File: src/rtl/fft_peak_detect.sv
// Streaming spectral peak detector: approximate |X| = max + min/2 per FFT bin, tracks the frame maximum.
// Optional FFT_PEAK_SKIP_DC_EN: bin 0 is excluded from the peak search (still counted).
module fft_peak_detect #(
  parameter int N_POINTS = 512,
  parameter int IDX_W    = $clog2(N_POINTS)
) (
  input  logic             clk,
  input  logic             reset,
  input  logic             fft_start,
  input  logic             fft_done,
  input  logic [31:0]      fft_out32,
  output logic             busy,
  output logic             peak_valid,
  output logic [IDX_W-1:0] peak_idx,
  output logic [15:0]      peak_mag,
  output logic             extra_word
);

  localparam logic [1:0] S_IDLE  = 2'd0;
  localparam logic [1:0] S_ACCUM = 2'd1;
  localparam logic [1:0] S_DONE  = 2'd2;
  localparam logic [IDX_W-1:0] LAST_IDX = IDX_W'(N_POINTS - 1);

  logic [1:0]       state_q, state_d;
  logic [IDX_W:0]   cnt_q, cnt_d;
  logic             s1_vld_q, s1_vld_d;
  logic [16:0]      s1_re_q, s1_re_d;
  logic [16:0]      s1_im_q, s1_im_d;
  logic [IDX_W-1:0] s1_idx_q, s1_idx_d;
  logic             have_q, have_d;
  logic [IDX_W-1:0] peak_idx_q, peak_idx_d;
  logic [15:0]      peak_mag_q, peak_mag_d;
  logic             peak_valid_q, peak_valid_d;
  logic             extra_q, extra_d;

  logic [16:0] re_ext, im_ext, re_abs, im_abs;
  logic [16:0] mx, mn, mag_full;
  logic        accept, cand;

  always_comb begin
    re_ext = {fft_out32[31], fft_out32[31:16]};
    im_ext = {fft_out32[15], fft_out32[15:0]};
    re_abs = re_ext[16] ? (~re_ext + 17'd1) : re_ext;
    im_abs = im_ext[16] ? (~im_ext + 17'd1) : im_ext;
    // The top counter bit set means all N_POINTS words have been taken.
    accept = (state_q == S_ACCUM) && fft_done && !fft_start && !cnt_q[IDX_W];
    mx = (s1_re_q >= s1_im_q) ? s1_re_q : s1_im_q;
    mn = (s1_re_q >= s1_im_q) ? s1_im_q : s1_re_q;
    mag_full = mx + (mn >> 1);
`ifdef FFT_PEAK_SKIP_DC_EN
    cand = s1_vld_q && (s1_idx_q != '0);
`else
    cand = s1_vld_q;
`endif
  end

  always_comb begin
    state_d      = state_q;
    cnt_d        = cnt_q;
    s1_vld_d     = s1_vld_q;
    s1_re_d      = s1_re_q;
    s1_im_d      = s1_im_q;
    s1_idx_d     = s1_idx_q;
    have_d       = have_q;
    peak_idx_d   = peak_idx_q;
    peak_mag_d   = peak_mag_q;
    peak_valid_d = 1'b0;
    extra_d      = extra_q;
    if (fft_start) begin
      state_d    = S_ACCUM;
      cnt_d      = '0;
      s1_vld_d   = 1'b0;
      have_d     = 1'b0;
      peak_idx_d = '0;
      peak_mag_d = '0;
      extra_d    = 1'b0;
    end else begin
      s1_vld_d = accept;
      if (accept) begin
        s1_re_d  = re_abs;
        s1_im_d  = im_abs;
        s1_idx_d = cnt_q[IDX_W-1:0];
        cnt_d    = cnt_q + 1'b1;
      end
      if (fft_done && !accept) extra_d = 1'b1;
      // Strict compare keeps the lowest index on ties.
      if (cand && (!have_q || (mag_full > {1'b0, peak_mag_q}))) begin
        have_d     = 1'b1;
        peak_idx_d = s1_idx_q;
        peak_mag_d = mag_full[15:0];
      end
      if ((state_q == S_ACCUM) && s1_vld_q && (s1_idx_q == LAST_IDX)) begin
        state_d      = S_DONE;
        peak_valid_d = 1'b1;
      end
    end
  end

  always_ff @(posedge clk or posedge reset) begin
    if (reset) begin
      state_q      <= S_IDLE;
      cnt_q        <= '0;
      s1_vld_q     <= 1'b0;
      s1_re_q      <= '0;
      s1_im_q      <= '0;
      s1_idx_q     <= '0;
      have_q       <= 1'b0;
      peak_idx_q   <= '0;
      peak_mag_q   <= '0;
      peak_valid_q <= 1'b0;
      extra_q      <= 1'b0;
    end else begin
      state_q      <= state_d;
      cnt_q        <= cnt_d;
      s1_vld_q     <= s1_vld_d;
      s1_re_q      <= s1_re_d;
      s1_im_q      <= s1_im_d;
      s1_idx_q     <= s1_idx_d;
      have_q       <= have_d;
      peak_idx_q   <= peak_idx_d;
      peak_mag_q   <= peak_mag_d;
      peak_valid_q <= peak_valid_d;
      extra_q      <= extra_d;
    end
  end

  assign busy       = (state_q == S_ACCUM);
  assign peak_valid = peak_valid_q;
  assign peak_idx   = peak_idx_q;
  assign peak_mag   = peak_mag_q;
  assign extra_word = extra_q;

endmodule
File: config.mk
export PLATFORM = sky130hd
export DESIGN_NAME = fft_peak_detect
export DESIGN_NICKNAME = d
export VERILOG_FILES = /design/src/rtl/fft_peak_detect.sv
export SDC_FILE = /design/constraint.sdc
export NUM_CORES = 1
export LEC_CHECK = 0
export BUFFER_PORTS_ARGS = -buffer_cell sky130_fd_sc_hd__buf_2
export CAP_MARGIN = 25
export CORE_MARGIN = 4
export CORE_UTILIZATION = 55
export DETAILED_ROUTE_END_ITERATION = 10
export PLACE_DENSITY = 0.73
export SYNTH_ARGS = -nofsm -noshare
export SYNTH_HDL_FRONTEND = slang
export SYNTH_SLANG_ARGS = --single-unit
File: constraint.sdc
create_clock -name clk -period 17.1 [get_ports clk]
set_input_delay 3.42 -clock clk [delete_from_list [all_inputs] [get_ports clk]]
set_output_delay 3.42 -clock clk [all_outputs]
set_load 0.03 [all_outputs]
==> results.md <==
- Outcome: complete, no violations
- CTS clk-pin slew, worst paths: 0.09 ns
- CP Launch Type: flip-flop
- Synth area leaders: dfrtp_1, ha_1, nand2_1, o21ai_0, mux2i_1
- Vias in the first global route: 4,985
- Post-Place Cells: 905
- Area Overhead vs Synth: 10.7%
- Final hold violations: 0
- # IOs: 64
- R2R Path Start: s1_re_q[5]$_DFFE_PP0P_
- Clock buffers created by TritonCTS: 9
- Clock latency on the worst-skew pair: 0.37 ns
- Largest net degree at the start of global routing: 85
- YS warnings: 0
- Max Root-Sink Buffers: 2
- Asr flop ratio synth: 1.00
- Syn_nets: 817
- Crit path cell chain: ha_1, and3_1, a221o_1, a31oi_1, o211a_1, o21ai_0, ha_1, inv_1, fa_1, nor2b_4, o31a_1, o211a_1, o21a_1, o2111a_1, or3_1, ha_1, and2_1, nand2_1, mux2i_1, o31a_1, nor2_2, a211oi_2, mux2i_1
- Syn Inst Count: 728
- Hold Path Depth: 1
- Inserted Diodes: 0
- Post-DRT Antenna Nets: 0
- Yosys cell types: 64
- Setup slack, reg-to-reg: 10.13 ns
- Most frequent cells after synthesis: nand2_1, dfrtp_1, o21ai_0, inv_1, ha_1
- Power Dens Cells: between 100 and 150 mW/mm^2
- Max Cap Viol: 0
- Final global-route overflow total: 0
- Hold Path End: state_q[1]$_DFFE_PP0P_
- R2r endpoint: peak_mag[0]$_DFFE_PP0P_
- Max incr delay on CP: between 0.9 and 1 ns
- Hold Crit Start: state_q[1]$_DFFE_PP0P_
- Fin nets: 866
- Top cell type by total area after synthesis: dfrtp_1
- CTS root buf: clkbuf_8
- Relative slew slack: 0.300
- Num rows: 38
- DRC: 0
- Gpl congestion: roughly 0.97
- Hold crit path type: flip-flop to flip-flop
- Die height: between 100 and 150 um
- Layout cells sized above 1: 0.123
- M1 WL: 6630 um
- R2r worst-path depth: 23
- Cell mode on critical path: ha_1
- Yosys reg bits: 84
- Dpl hpwl: 10,700 um
- CTS tree: yes
- Fillers: 945
- Sum Neg Setup Slack: 0 ns
- Count leader, synth: nand2_1
- Mapped Area: 0.00605 mm^2
- DRT iter0 DRCs: 328
- Worst EP required: roughly 17 ns
- Final period util: 0.407
- Post-synthesis average cell area: 8.31 um^2
- H-tree Lvls: 3
- Leakage power: around 3.3 nW
- Post-synth top area share: 0.347
- Hold bufs inserted after CTS: 0
- IO buf count: 63
- Buffer and inverter count on the worst path: 1
- FF/Latch Area: 0.00210 mm^2
- Arrival time at the worst endpoint: between 7 and 8 ns
- Full die area: around 0.013 mm^2
- Clk sinks: 84
- Post-CTS Resized: 0
- Number of synthesized flops with an enable pin: 0
- Endpoint class of the critical path: flip-flop
- Initial antenna violation count: 0
- First-pass GRT wire length: ~24,000 um
- WL met3: 756 um
- Drt first pass iters: 5
- RSZ-0062 raised after global routing: no
- Post-layout minimum cycle time: ~7 ns
- Area of the multi-input gates: 0.00362 mm^2
- Critical path peak fanout: 36
- Final cell count without fillers: 922
- Top Layer Used: met4
- Final wirelength: approximately 14,000 um
- Die W: approximately 110 um
- Least-Margin Pin Slew: 1.05 ns
- Max Slew Vio Count: 0
- Setup Viol. Count Final: 0
- Slowest CP cell: a211oi_2
- Worst VDD drop: 0.0830 mV
- Total setup buffers inserted after CTS: 0
- Fmax: between 100 and 150 MHz
- Vias per cell: approximately 5.7
- Met2 WL: about 6300 um
- Global Route Usage Sum: 0.223
- DR WL/cell: 15.1 um
- Core ar.: roughly 0.011 mm^2
- Crit path max-delay family: compound AO/OA/AOI/OAI gates
- Clk_skew: 0.00852 ns
- Seq/Total Area, Yosys: 0.347
- Top FF cell, synth: dfrtp_1
- Via Count: roughly 5,300
- Crit path kind: flip-flop to flip-flop
- Initial core utilization: 0.561
## worst reg2reg max path, stage by stage, from the launching register on
cell and delay [ns]:
dfrtp_1 0.43, ha_1 0.34, and3_1 0.19, a221o_1 0.32, a31oi_1 0.25, o211a_1 0.81
o21ai_0 0.20, ha_1 0.24, inv_1 0.07, fa_1 0.25, nor2b_4 0.06, o31a_1 0.30
o211a_1 0.25, o21a_1 0.20, o2111a_1 0.25, or3_1 0.37, ha_1 0.27, and2_1 0.15
nand2_1 0.09, mux2i_1 0.24, o31a_1 0.30, nor2_2 0.10, a211oi_2 0.91, mux2i_1 0.29
## stage by stage
step | setup WS (ns) | hold WS (ns) | utilization | total power, mW | area (um^2)
after global routing | 9.64 | 0.500 | 0.621 | 1.01 | 6700
after CTS | 10.17 | 0.492 | 0.618 | 0.926 | 6670
after detailed placement | 10.21 | 0.472 | 0.598 | 0.760 | 6450
after floorplan | 11.04 | 0.450 | - | 0.641 | 6050
final | 10.13 | 0.488 | 0.621 | 0.925 | 6700
after global placement | 10.41 | 0.464 | 0.598 | 0.742 | 6450
## routing by layer
metal | up-vias | track usage
met5 | - | 0
met4 | 0 | 0.0753
met3 | 22 | 0.0235
met2 | 163 | 0.353
met1 | 2449 | 0.321
li1 | 2632 | -
## how the worst max path moves through the flow
| stage | start | endpoint | slack, ns | depth (start not counted) |
|---|---|---|---|---|
| 6_report | s1_re_q[5]$_DFFE_PP0P_ | peak_mag[0]$_DFFE_PP0P_ | 10.13 | 23 |
| 5_1_grt | s1_re_q[14]$_DFFE_PP0P_ | peak_mag[3]$_DFFE_PP0P_ | 9.64 | 23 |
| 4_1_cts | s1_re_q[5]$_DFFE_PP0P_ | peak_mag[0]$_DFFE_PP0P_ | 10.17 | 23 |
| 3_5_place_dp | s1_re_q[5]$_DFFE_PP0P_ | peak_idx[3]$_DFFE_PP0P_ | 10.21 | 23 |
| 3_3_place_gp | s1_re_q[2]$_DFFE_PP0P_ | peak_mag[0]$_DFFE_PP0P_ | 10.41 | 23 |
| 2_1_floorplan | s1_re_q[5]$_DFFE_PP0P_ | peak_mag[10]$_DFFE_PP0P_ | 11.04 | 26 |
## report_power, final
part           internal, mW  leakage [nW]  switching [mW]
clock                0.0869         0.114          0.0740
sequential            0.223          1.11          0.0205
combinational         0.204          2.05           0.318
total                 0.513          3.28           0.412
## layout make-up
cell class,instances,share of cell area
multi-input cells,559,0.540
flip-flops and latches,84,0.314
repair buffers,68,0.0556
well taps,140,0.0261
clock inverters,5,0.0123
inverters,55,0.0310
clock buffers,11,0.0211
## logic make-up (layout without fill, tap and decap cells)
kind of cell / after synthesis / in the layout / synth area share
AND/OR/NAND/NOR: 276 / 276 / 0.206
AO/OA/AOI/OAI: 162 / 162 / 0.175
flip-flops: 84 / 84 / 0.347
multiplexers: 31 / 31 / 0.0515
adder cells (fa/ha/maj): 53 / 53 / 0.111
XOR/XNOR: 37 / 37 / 0.0535
buffers and inverters: 85 / 139 / 0.0556
## registers in the layout, indices dropped and copies added, names as in the netlist
register,count
cand,1
extra_word,1
have_q,1
s1_idx_q,9
peak_valid,1
peak_mag,16
s1_im_q,17
peak_idx,9
cnt_q,10
state_q,2
s1_re_q,17
## layout by cell type, fill, tap and decap left out, types with 17 or more instances in the layout
master   netlist  final
inv_1         54     53
nand3_1       17     17
ha_1          52     52
nor2_1        26     26
o21ai_0       78     78
nand2_1      163    163
xor2_1        24     24
mux2i_1       30     30
buf_2          2     63
dfrtp_1       84     84
Power figures use the tool's default switching activity.
